### src/rtl/sha256_msg_schedule.sv
// SHA-256 message-schedule expander.
// Loads one 512-bit block as 16 big-endian words, then streams W[0..ROUNDS-1].
// A 16-entry circular buffer holds the most recent 16 schedule words; each
// expanded word overwrites the slot of W[t-16], which is its last consumer.
module sha256_msg_schedule #(
  parameter int unsigned ROUNDS = 64  // legal range 17..64
) (
  input  logic        clk,
  input  logic        rst,
  input  logic [31:0] in_word,
  input  logic        in_valid,
  output logic        in_ready,
  output logic [31:0] out_word,
  output logic [5:0]  out_idx,
  output logic        out_last,
  output logic        out_valid,
  input  logic        out_ready
);

  localparam logic [5:0] LastIdx = 6'(ROUNDS - 1);

  typedef enum logic [0:0] {StLoad, StEmit} state_e;

  state_e      state_q;
  logic [3:0]  cnt_q;
  logic [31:0] msg_buf_q [16];

  logic        in_hs;
  logic        out_hs;
  logic        at_last;
  logic [5:0]  next_idx;
  logic [3:0]  next_slot;
  logic        next_is_expanded;
  logic [31:0] w_expand;
  logic [31:0] next_word;

  function automatic logic [31:0] sigma0(input logic [31:0] x);
    return {x[6:0], x[31:7]} ^ {x[17:0], x[31:18]} ^ (x >> 3);
  endfunction

  function automatic logic [31:0] sigma1(input logic [31:0] x);
    return {x[16:0], x[31:17]} ^ {x[18:0], x[31:19]} ^ (x >> 10);
  endfunction

  // Handshakes and the next schedule word, computed from the buffer contents.
  always_comb begin
    in_ready         = (state_q == StLoad) & ~rst;
    in_hs            = in_valid & in_ready;
    out_hs           = (state_q == StEmit) & out_valid & out_ready;
    at_last          = (out_idx == LastIdx);
    next_idx         = out_idx + 6'd1;
    next_slot        = next_idx[3:0];
    next_is_expanded = (next_idx[5:4] != 2'b00);
    // 4-bit slot arithmetic wraps mod 16, matching the circular buffer.
    w_expand         = sigma1(msg_buf_q[next_slot - 4'd2])
                     + msg_buf_q[next_slot - 4'd7]
                     + sigma0(msg_buf_q[next_slot - 4'd15])
                     + msg_buf_q[next_slot];
    next_word        = next_is_expanded ? w_expand : msg_buf_q[next_slot];
  end

  // Buffer write: message words while loading, expanded words while emitting.
  always_ff @(posedge clk) begin
    if (in_hs) begin
      msg_buf_q[cnt_q] <= in_word;
    end else if (!rst && out_hs && !at_last && next_is_expanded) begin
      msg_buf_q[next_slot] <= w_expand;
    end
  end

  // Control FSM with registered output word, index, last and valid.
  always_ff @(posedge clk) begin
    if (rst) begin
      state_q   <= StLoad;
      cnt_q     <= 4'd0;
      out_word  <= 32'd0;
      out_idx   <= 6'd0;
      out_last  <= 1'b0;
      out_valid <= 1'b0;
    end else begin
      unique case (state_q)
        StLoad: begin
          if (in_hs) begin
            cnt_q <= cnt_q + 4'd1;
            if (cnt_q == 4'd15) begin
              // M[0] was written fifteen handshakes ago.
              state_q   <= StEmit;
              out_word  <= msg_buf_q[0];
              out_idx   <= 6'd0;
              out_last  <= 1'b0;
              out_valid <= 1'b1;
            end
          end
        end
        StEmit: begin
          if (out_hs) begin
            if (at_last) begin
              state_q   <= StLoad;
              cnt_q     <= 4'd0;
              out_idx   <= 6'd0;
              out_last  <= 1'b0;
              out_valid <= 1'b0;
            end else begin
              out_idx  <= next_idx;
              out_word <= next_word;
              out_last <= (next_idx == LastIdx);
            end
          end
        end
        default: state_q <= StLoad;
      endcase
    end
  end

endmodule
### config.mk
export PLATFORM = sky130hd
export DESIGN_NAME = sha256_msg_schedule
export DESIGN_NICKNAME = d
export VERILOG_FILES = /design/src/rtl/sha256_msg_schedule.sv
export SDC_FILE = /design/constraint.sdc
export NUM_CORES = 1
export LEC_CHECK = 0
export CAP_MARGIN = 10
export CORE_MARGIN = 2
export CORE_UTILIZATION = 41
export CTS_CLUSTER_DIAMETER = 80
export DETAILED_ROUTE_END_ITERATION = 8
export GPL_TIMING_DRIVEN = 0
export HOLD_SLACK_MARGIN = 0.06
export SLEW_MARGIN = 20
export SYNTH_ARGS = -nofsm -noshare
export SYNTH_HDL_FRONTEND = slang
export SYNTH_SLANG_ARGS = --single-unit
### constraint.sdc
create_clock -name clk -period 27.6 [get_ports clk]
set_clock_uncertainty 0.15 [all_clocks]
set_input_delay 4.14 -clock clk [delete_from_list [all_inputs] [get_ports clk]]
set_output_delay 4.14 -clock clk [all_outputs]
set_load 0.02 [all_outputs]
# Yosys cells after proc, flatten, opt, wreduce, memory -nomap -nowiden
# Memories as Yosys holds them, arrays and structs flattened.
# Cells that the tools add are included.
# Widths: inputs -> output; s select.
word_totals:
  regBits: 45
  mem_count: 1
  ram_bits: 512
memory_table:
  columns: ["memory", "depth", "word_bits", "rd", "rd_clocked_by_memory_dff", "wr", "line_no", "rtl"]
  rows:
  - ["msg_buf_q", 16, 32, 5, 0, 1, "26", "logic [31:0] msg_buf_q [16];"]
classes:
  n_mux: 38
  eq_ne: 8
  n_reduce_logical: 11
  addsub: 8
  bitwise_logic: 10
op_table:
  columns: ["cell", "n"]
  rows:
  - ["$mux 32", 6]
  - ["$add 32x32->32", 3]
  - ["$pmux 32 s2", 1]
  - ["$xor 32x32->32", 2]
  - ["$reduce_or 32->1", 1]
  - ["$xor 32x22->32", 1]
  - ["$xor 32x29->32", 1]
  - ["$mux 6", 4]
  - ["$mux 1", 18]
  - ["$mux 4", 4]
  - ["$eq 6x6->1 const B", 2]
  - ["$pmux 6 s2", 1]
  - ["$pmux 4 s2", 1]
  - ["$reduce_and 4->1", 2]
  - ["$add 6x1->6 const B", 1]
  - ["$ne 2x1->1 const B", 3]
  - ["$pmux 1 s2", 3]
  - ["$reduce_and 3->1", 2]
  - ["$add 4x1->4 const B", 1]
  - ["$and 1x1->1", 4]
  - ["$eq 4x4->1 const B", 1]
  - ["$ne 2x2->1 const B", 2]
  - ["$sub 4x2->4 const B", 1]
  - ["$sub 4x3->4 const B", 1]
  - ["5 further kinds", 9]

# Longest topological paths before layout
# An unclocked memory read counts as a cell.
depth:
  depth_word: 12
  mapped_depth: 35

# Worst setup path after synthesis
# OpenSTA, ideal clock, no wires.
synth_path:
  path_type: "input-to-output"
  startpoint: "input rst"
  endpoint: "output in_ready"
  path_stages: 2
  path_buffers: 1
  path_slack_ns: 18.688
  t_arrival_ns: 4.622
  path_cell_list: "clkbuf_1 -> nor2_1"
synth_between:
  elab_chain_cells: 2
synth_rtl:
  columns: ["item", "line_no", "rtl"]
  rows:
  - ["start, declared", "9", "input logic rst,"]
  - ["$not 1->1", "47", "in_ready = (state_q == StLoad) & ~rst;"]
  - ["$and 1x1->1", "47", null]
  - ["end, declared", "12", "output logic in_ready,"]
# Every way passes these cells.

# Worst setup path after layout
layout_path:
  startpoint: "register out_idx[0]"
  endpoint: "memory msg_buf_q[6][30], data pin"
layout_between:
  elab_chain_cells: 9
layout_rtl:
  columns: ["item", "line_no", "rtl"]
  rows:
  - ["start, declared", "14", "output logic [5:0] out_idx,"]
  - ["start signal, assigned", "104", "out_idx <= next_idx;"]
  - ["$add 6x1->6 or $eq 6x6->1 (tied branches)", "51, 50", null]
  - ["$sub 4x2->4 or $logic_not 1->1 (tied branches)", "55, 66", null]
  - ["$mem_v2 16x32 or $logic_and 1x1->1 (tied branches)", null, null]
  - ["$xor 32x32->32 or $logic_and 1x1->1 (tied branches)", "42, 66", null]
  - ["$xor 32x22->32 or $mux 1 (tied branches)", "42, 66", null]
  - ["$add 32x32->32 or $mux 1 (tied branches)", "56, 64", null]
  - ["$add 32x32->32 or $mux 1 (tied branches)", "57, 67", null]
  - ["$add 32x32->32 or $reduce_or 32->1 (tied branches)", null, null]
  - ["$mux 32 (no source line) *", null, null]
  - ["end, declared", "26", null]
# Every way passes the cells marked *; elsewhere a longest branch is shown, timed or not.

==> impl_results.md <==
- Status: completed
- Die area: approximately 86000 um^2
- Congestion Overflow GR: 0
- Leakage power: 13.3 nW
- Worst path most repeated cell: buf_2
- RSZ-0062 raised after global routing: false
- Cells after synthesis: 2102
- Cell type with the highest aggregate area in the netlist: edfxtp_1
- Peak VDD IR: ~0.041 mV
- Core area: 82400 um^2
- Via/cell ratio: a little over 7
- DR WL/cell: between 40 and 50 um
- Maxcap violations: 0
- IO Count: 77
- Max stage delay cell, worst path: buf_1
- Largest net degree at the start of global routing: 17
- Ys Warns: 0
- Post-synth ARST share: 0%
- Synth cell types: 60
- Clk slew on worst S/H paths: ~0.06 ns
- Fin crit share: 48.1%
- Slew margin rel.: approximately an eighth
- CTS tree: yes
- Setup ws final: about 14 ns
- Sink Count: approximately 560
- Hold_buf cts: 0
- Die X: about 290 um
- Synthesized area per cell: 16.3 um^2
- Initial antenna violation count: 4
- First-pass DRT Iterations: 5
- DRC marker count from the first detailed-route iteration: approximately 3900
- Post-CTS Setup Inserts: 0
- Fillcell total: 6959
- Post-synth top flop: edfxtp_1
- CP startpoint kind: flop
- Layout cells sized above 1: about 32%
- Final setup viols: 0
- Drt drc: 0
- Seq cells post-synth: ~560
- Critical Path RT: 27.73 ns
- H-Tree Depth: 3
- Post-synth EDFFs: approximately 510
- Largest delay contributor family on the critical path: buffers and inverters
- CP peak stage delay: approximately 0.96 ns
- DRT antenna net count: 0
- Fin Setup TNS: 0 ns
- Worst-margin pin slew: 1.30 ns
- Worst slack at placement: ~14 ns
- Starting Density: 41.6%
- CP max FO: 16
- Post-synth top area share: between 40% and 50%
- Top post-synthesis cells by area: edfxtp_1, mux4_2, fa_1
- First-pass GRT wire length: between 200 and 250 mm
- DP Cell Count: 3286
- CP Capture Type: flop
- GP Congestion: around 1.1
- Worst-skew pair later-pin latency: 0.65 ns
- Row Count: roughly 110
- Pwr Total: 0.00190 W
- DRT Wirelength: 151 mm
- Power density over the cells: between 40 and 50 nW/um^2
- Dpl hpwl: roughly 110 mm
- Most frequent cells in the layout: edfxtp_1, mux4_2, nand2_1, mux2i_1, xnor2_1
- Hold Path Class: reg2reg
- Post_cts resized: 0
- Nets: roughly 2400
- Worst Path Buf+Inv: 11
- Syn_nets: approximately 2200
- Final Max Tran Viols: 0
- Root Driver: clkbuf_16
- Post-route minimum period: around 13 ns
- CP arrival: 13.40 ns
- Mapped Area: approximately 34000 um^2
- Die Span Y: around 290 um
- Via count: 24616
- Final Non-Filler Cells: approximately 3400
- Number of global-route vias before repair: roughly 24000
- GRT Util Overall: a little over a third
- Fmax: between 0.07 and 0.08 GHz
- I/O Buffers: 75
- Area Growth Syn to Fin: 15.5%
- Post-synthesis sequential area ratio: between 40% and 50%
- Commonest non-fill, non-tap cell in the layout: edfxtp_1
- Maximum clock path buffer count: 3
- Type of the worst setup path: reg2reg
- Fin. Hold Viols: 0
- Num CTS Buffers: between 60 and 70
flip-flops by register name, summed over array words and instances, names as in the netlist:
name,flops
out_last,1
out_valid,1
out_word,32
msg_buf_q,512
cnt_q,4
out_idx,6
state_q,1
report_power, final:
part           switching (W)  total [W]  leakage (nW)  internal [W]
sequential        0.00000480   0.000931          4.98      0.000926
clock               0.000383   0.000882          1.03      0.000499
combinational      0.0000562  0.0000861          7.27     0.0000298
worst reg2reg max path: cells and delay by family (launching register included):
family / cells / cell delay (ns)
simple gates: 2 / 0.67
mux: 1 / 0.76
fa+ha+maj: 4 / 1.57
xor+xnor: 2 / 0.56
buf+inv: 11 / 5.79
flops: 1 / 0.36
compound gates: 8 / 3.07
cells in the mapped netlist (3+ instances only):
cell type,instances
a211oi_1,19
a21boi_0,3
a21o_1,14
a21oi_1,72
a22oi_1,3
a31oi_1,7
and3_1,6
buf_1,26
buf_2,66
buf_4,5
clkbuf_1,56
dfxtp_1,45
edfxtp_1,512
fa_1,62
ha_1,35
inv_1,25
mux2_2,53
mux2i_1,123
mux4_2,428
nand2_1,126
nand3_1,20
nand4_1,6
nor2_1,91
nor2b_1,4
nor3_1,12
nor4_1,4
nor4b_1,6
o211ai_1,19
o21a_1,6
o21ai_0,50
o21bai_1,3
o31ai_1,3
or3_1,4
xnor2_1,104
xor2_1,49
per-layer routing:
metal | global-route usage [%] | vias up | share of wire (%)
li1 | - | 9010 | -
met3 | 12.2 | 463 | 14
met1 | 46.5 | 12878 | 36
met4 | 20.0 | 0 | 6.8
met5 | 0 | - | 0
met2 | 51.1 | 2265 | 43
final cells by class:
| type | instances | area, um^2 | area share (%) |
|---|---|---|---|
| antenna | 2 | 5.00 | 0.0127 |
| buffer | 155 | 741 | 1.87 |
| clock buffer | 78 | 1750 | 4.42 |
| clock inverter | 41 | 410 | 1.04 |
| inverter | 27 | 101 | 0.256 |
| multi-input combinational | 1363 | 17300 | 43.8 |
| sequential | 557 | 16300 | 41.2 |
| tap | 1070 | 1340 | 3.39 |
| timing repair buffer | 115 | 1600 | 4.05 |
worst paths after layout:
check	from	to	slack (ns)	depth (start not counted)
worst max-delay path	out_idx[0]	msg_buf_q[6][30]	14.33	28
worst min register to register	out_word[17]	out_word[17]	0.31	2
worst max register to register	out_idx[0]	msg_buf_q[6][30]	14.33	28
worst min-delay path	out_word[17]	out_word[17]	0.31	2
logic make-up (layout without fill, tap and decap cells):
logic type / after synthesis / count (layout) / share of synthesized area, %
muxes: 604 / 604 / 33.5
other: 0 / 2 / 0
xor gates and xnor gates: 158 / 158 / 4.24
and+or+nand+nor: 288 / 288 / 3.63
adders and majority gates: 97 / 97 / 4.90
AOI/OAI and AO/OA: 216 / 216 / 3.87
buffers and inverters: 182 / 416 / 2.34
DFF: 557 / 557 / 47.5
stage by stage:
step	hold slack, ns	util, %	instance area, um^2
finish	0.314	48.0	39500
global route	0.331	48.0	39500
CTS	0.318	47.9	39500
detailed placement	0.309	45.3	37300
global placement	0.303	44.1	36300
floorplan	0.367	-	34200
Note: power is estimated with default switching activity, not from simulation.
